[src/rtl/reaction_timer_pkg.sv]
// Shared types and constants for the reaction timer.
package reaction_timer_pkg;

    typedef enum logic [2:0] {
        ST_IDLE  = 3'd0,
        ST_ARM   = 3'd1,
        ST_WAIT  = 3'd2,
        ST_REACT = 3'd3,
        ST_DONE  = 3'd4,
        ST_FAULT = 3'd5
    } state_t;

    localparam logic [15:0] BCD_MAX              = 16'h9999;
    localparam int          DEFAULT_MIN_DELAY_MS = 250;

    // One decimal increment of a 4-digit BCD value with per-digit carry.
    // Wraps at 9999; callers that need saturation test BCD_MAX first.
    function automatic logic [15:0] bcd_inc(input logic [15:0] v);
        logic [15:0] r;
        logic        carry;
        r     = v;
        carry = 1'b1;
        for (int unsigned i = 0; i < 4; i++) begin
            if (carry) begin
                if (r[i*4 +: 4] == 4'd9) begin
                    r[i*4 +: 4] = 4'd0;
                end else begin
                    r[i*4 +: 4] = r[i*4 +: 4] + 4'd1;
                    carry       = 1'b0;
                end
            end
        end
        return r;
    endfunction

endpackage

[src/rtl/reaction_timer_bcd_counter4.sv]
// Four-digit BCD up-counter with synchronous clear, enable and saturation at 9999.
module reaction_timer_bcd_counter4
    import reaction_timer_pkg::*;
(
    input  logic        clk,
    input  logic        rst,
    input  logic        clr,
    input  logic        en,
    output logic [15:0] bcd
);

    // Count up by one decimal step per enable; stick at 9999.
    always_ff @(posedge clk) begin
        if (rst || clr) begin
            bcd <= '0;
        end else if (en && (bcd != BCD_MAX)) begin
            bcd <= bcd_inc(bcd);
        end
    end

endmodule

[src/rtl/reaction_timer.sv]
// Reaction timer: random start delay, time_out pulse, BCD reaction measurement
// and false-start detection.
module reaction_timer
    import reaction_timer_pkg::*;
#(
    parameter int LFSR_W       = 7,
    parameter int MIN_DELAY_MS = DEFAULT_MIN_DELAY_MS,
    parameter int CNT_W        = 10
) (
    input  logic              clk,
    input  logic              rst,
    input  logic              tick_ms,
    input  logic              start_delay,
    input  logic [LFSR_W-1:0] lfsr_val,
    input  logic              button,
    output logic              time_out,
    output logic              false_start,
    output logic              result_valid,
    output logic [15:0]       result_bcd,
    output logic              busy
);

    state_t           state;
    logic             start_q;
    logic             start_rise;
    logic [CNT_W-1:0] cnt;
    logic             react_tick;

    // Rising edge of the start request and the qualified reaction tick.
    // A button in the same cycle as a tick ends the run without counting it.
    always_comb begin
        start_rise = start_delay & ~start_q;
        react_tick = (state == ST_REACT) & tick_ms & ~button & ~start_rise;
    end

    // Reaction time counter; cleared at the start of every run.
    reaction_timer_bcd_counter4 u_bcd (
        .clk (clk),
        .rst (rst),
        .clr (start_rise),
        .en  (react_tick),
        .bcd (result_bcd)
    );

    // Control FSM with start edge register, delay down-counter and registered outputs.
    always_ff @(posedge clk) begin
        if (rst) begin
            state        <= ST_IDLE;
            start_q      <= 1'b0;
            cnt          <= '0;
            time_out     <= 1'b0;
            false_start  <= 1'b0;
            result_valid <= 1'b0;
            busy         <= 1'b0;
        end else begin
            start_q  <= start_delay;
            time_out <= 1'b0;
            if (start_rise) begin
                state        <= ST_ARM;
                false_start  <= 1'b0;
                result_valid <= 1'b0;
                busy         <= 1'b1;
            end else begin
                case (state)
                    ST_ARM: begin
                        cnt   <= CNT_W'(lfsr_val) + CNT_W'(MIN_DELAY_MS);
                        state <= ST_WAIT;
                    end
                    ST_WAIT: begin
                        if (button) begin
                            state       <= ST_FAULT;
                            false_start <= 1'b1;
                            time_out    <= 1'b1;
                            busy        <= 1'b0;
                        end else if (tick_ms) begin
                            cnt <= cnt - 1'b1;
                            if (cnt <= CNT_W'(1)) begin
                                state    <= ST_REACT;
                                time_out <= 1'b1;
                            end
                        end
                    end
                    ST_REACT: begin
                        if (button) begin
                            state        <= ST_DONE;
                            result_valid <= 1'b1;
                            busy         <= 1'b0;
                        end
                    end
                    default: begin
                        // IDLE, DONE and FAULT hold until the next start or reset.
                    end
                endcase
            end
        end
    end

endmodule

[config.mk]
export PLATFORM = sky130hd
export DESIGN_NAME = reaction_timer
export DESIGN_NICKNAME = d
export VERILOG_FILES = /design/src/rtl/reaction_timer_pkg.sv /design/src/rtl/reaction_timer_bcd_counter4.sv /design/src/rtl/reaction_timer.sv
export SDC_FILE = /design/constraint.sdc
export NUM_CORES = 1
export LEC_CHECK = 0
export ABC_AREA = 1
export BUFFER_PORTS_ARGS = -buffer_cell sky130_fd_sc_hd__buf_2
export CORE_ASPECT_RATIO = 1.5
export CORE_MARGIN = 1
export CORE_UTILIZATION = 60
export DETAILED_ROUTE_END_ITERATION = 10
export HOLD_SLACK_MARGIN = 0.06
export PLACE_DENSITY = 0.82
export SLEW_MARGIN = 20
export SYNTH_ARGS = -nofsm -noshare
export SYNTH_HDL_FRONTEND = slang
export SYNTH_SLANG_ARGS = --single-unit
[constraint.sdc]
create_clock -name clk -period 2.3 [get_ports clk]
set_input_delay 0.115 -clock clk [delete_from_list [all_inputs] [get_ports clk]]
set_output_delay 0.115 -clock clk [all_outputs]
set_load 0.02 [all_outputs]
==> impl_metrics.csv <==
group,metric,value,unit
outcome,status,"finished, final reports clean",
placed_design,pre_cts_slack,0.586,ns
min_path,hp-start,"rst",
logic_synthesis,synth_top_area_share,0.348,
finish,drive_above_1_share,0.135,
detailed_routing,wl,4370,um
floorplanning,initial_core_util,0.625,
power,p_leak,1.03,nW
finish,multi_input_area,0.00109,sq mm
logic_synthesis,postSynthCellCount,311,
critical_path,cp_cell_sequence,"dlygate4sd3_1 -> buf_2 -> inv_1 -> nor2_1 -> nor2_1 -> nand2_1 -> inv_1 -> o21ai_0 -> nand2_1 -> inv_1 -> nor2_1",
floorplanning,core-area,0.00313,sq mm
floorplanning,die_w,48.6,um
finish,regArea,681,sq um
min_path,whs_path_depth,2,
placed_design,placed_cells,379,
logic_synthesis,ys.flop_type,"dfxtp_1",
timing,hold_viol_final,0,
logic_synthesis,ys_seq_area_frac,0.348,
clocking,cts-root-buf,"clkbuf_8",
timing,setup_slack,0.505,ns
detailed_routing,viasPerCell,5.36,
detailed_routing,drt-initial-drc-count,73,
power,vdd_drop_max,0.640,mV
clocking,numCtsBuffers,5,
finish,final_nets,362,
critical_path,r2r-start,"state[1]",
timing,fin_crit_sh,0.780,
finish,antenna-diode-count,0,
critical_path,crit_family,"buffers and inverters",
power,sequentialPowerShare,0.476,
critical_path,crit_type,"in2reg",
min_path,hold_class,"in2reg",
timing,rsz0062_at_grt,"false",
clocking,cts_tree,"built",
placed_design,portBuffers,31,
power,sw_frac_of_total,0.315,
clocking,h-tree-depth,2,
logic_synthesis,syn_nets,326,
finish,areaGrowthSynthToFinish,14.3,%
finish,nFillCells,275,
floorplanning,fp.dieArea,0.00349,sq mm
critical_path,regToRegSetupSlack,0.54,ns
global_routing,gr-total-overflow,0,
detailed_routing,detail-route-antenna-nets,0,
timing,setup_tns,0,ns
logic_synthesis,synth_edf_count,0,
logic_synthesis,synth_top_area_cell,"dfxtp_1",
global_routing,first_global_vias,1850,
critical_path,arrival,1.98,ns
detailed_routing,wire_per_inst,11.3,um
clocking,cts_sinks,34,
flow_run,maxCapViolations,0,
timing,setup_violations,0,
finish,final_core_util,0.714,
timing,fmaxAchievable,557,MHz
power,p_sw,0.000427,W
logic_synthesis,async_flop_share,0,
global_routing,grt_pass1_wl,7570,um
critical_path,rr_endpoint,"cnt[5]",
power,p_total,0.00136,W
global_routing,grt_max_degree,17,
timing,slew_headroom,0.679,
logic_synthesis,ys_top_cells_by_area,"dfxtp_1, nand2_1, a21oi_1, nor2_1, inv_1",
global_routing,antenna_found_initial,0,
clocking,clk_latency,0.28,ns
logic_synthesis,synth-seq-cells,34,
global_routing,grt.total_usage,0.278,
power,combPwrFrac,0.218,
critical_path,cpPeakStageDelay,0.52,ns
critical_path,crit_path_end_kind,"flip-flop",
clocking,clockBufferDepth,2,
timing,finalCriticalPeriod,1.79,ns
floorplanning,placementRows,25,
critical_path,required,2.49,ns
power,powerDensity,607,mW/mm^2
timing,slew_violations,0,
detailed_routing,via_count,2076,
finish,final_cells,387,
logic_synthesis,syn_area,0.00195,sq mm
logic_synthesis,yosysWarnings,0,
timing,finClkSkew,0.00351,ns
detailed_routing,drc_errors,0,
placed_design,finalWeightedCongestion,0.889,
detailed_routing,drt_pass1_iterations,4,
logic_synthesis,synth_cell_types,25,
power,internal_power,0.000929,W
min_path,worstHoldEndpoint,"cnt[3]",
power,pwr-share-clk,0.306,
floorplanning,io_pins,32,
critical_path,worstPathMaxFanout,11,
critical_path,worstRegToRegCells,10,
clocking,post-cts-setup-buffers,0,
floorplanning,die_h,71.9,um
critical_path,path_buf_inv,5,
critical_path,crit_slowest_cell,"dlygate4sd3_1",
logic_synthesis,post-synth-top-count-cell,"nand2_1",
placed_design,hpwlAfterDp,3420,um
timing,worstMarginPinSlew,0.482,ns
logic_synthesis,synth_common_cells,"nand2_1, nor2_1, inv_1, dfxtp_1, a21oi_1",
logic_synthesis,avgSynthCellArea,6.28,sq um
clocking,cts.clk_slew.worst_paths,0.07,ns
critical_path,start_kind,"input port",
[state kept, by name, indices dropped and copies added (netlist names)]
| name | cells |
|---|---|
| time_out | 1 |
| state | 3 |
| start_q | 1 |
| cnt | 10 |
| false_start | 1 |
| u_bcd.bcd | 16 |
| result_valid | 1 |
| busy | 1 |
[layout by cell type (no fill, tap or decap)]
cell and instances:
xor2_1 3, nor2_1 42, or2_1 1, o21ai_0 28, nand2_1 80, o21a_1 1
ha_1 3, nand4_1 8, a21oi_1 33, dfxtp_1 34, nor3_4 1, buf_4 2
nand2_2 2, xnor2_1 4, nor2_2 1, inv_2 3, inv_1 38, clkbuf_8 5
nor3_1 2, buf_2 31, clkbuf_1 2, and3_1 1, nand3_2 2, dlygate4sd3_1 1
a211oi_1 1, clkinv_1 1, nand3_1 17
[how the worst max path moves through the flow]
stage | end | cells after the start | slack [ns] | from
2_1_floorplan | u_bcd.bcd[2] | 9 | 0.80 | u_bcd.bcd[12]
3_3_place_gp | cnt[7] | 9 | 0.65 | state[1]
3_5_place_dp | cnt[5] | 10 | 0.59 | state[1]
4_1_cts | cnt[5] | 11 | 0.53 | start_delay
5_1_grt | cnt[5] | 11 | 0.33 | start_delay
6_report | cnt[5] | 11 | 0.51 | start_delay
[what timing repair did]
action                                  4_1_cts  5_1_grt
hold buffers                                  1        0
endpoints found under the hold margin         1        0
endpoints found under the setup margin        0        0
gates resized for setup                       0        0
[layout make-up]
| type | count | area share |
|---|---|---|
| timing repair buffer | 34 | 0.0806 |
| multi-input combinational | 230 | 0.488 |
| tap | 40 | 0.0224 |
| inverter | 42 | 0.0705 |
| clock buffer | 7 | 0.0342 |
| sequential | 34 | 0.305 |
[power groups by stage]
stage / logic (W) / registers [W] / clock network (W)
final: 0.000295 / 0.000646 / 0.000415
after global routing: 0.000340 / 0.000648 / 0.000433
after CTS: 0.000295 / 0.000644 / 0.000417
after detailed placement: 0.000293 / 0.000657 / 0
after global placement: 0.000288 / 0.000657 / 0
after floorplan: 0.000222 / 0.000654 / 0
[cell families after synthesis]
family / count (synthesis) / synth area share
and+or+nand+nor: 157 / 0.343
AOI/OAI and AO/OA: 63 / 0.164
buffers and inverters: 47 / 0.0941
DFF: 34 / 0.348
xor gates and xnor gates: 7 / 0.0314
adders and majority gates: 3 / 0.0192
[routing by layer]
metal  global-route usage  vias up  part of all wire
met5                    0        -                 0
met4               0.0980        0             0.016
met3               0.0440        9             0.031
met2                0.563       46              0.56
met1                0.277      950              0.39
li1                     -     1071                 -
[per-stage QoR]
stage	hold WS [ns]	area (sq um)
2_1_floorplan	0.240	1950
3_3_place_gp	0.333	2150
3_5_place_dp	0.344	2150
4_1_cts	0.109	2230
5_1_grt	0.130	2230
6_report	0.114	2230
(Power assumes the default switching activity.)
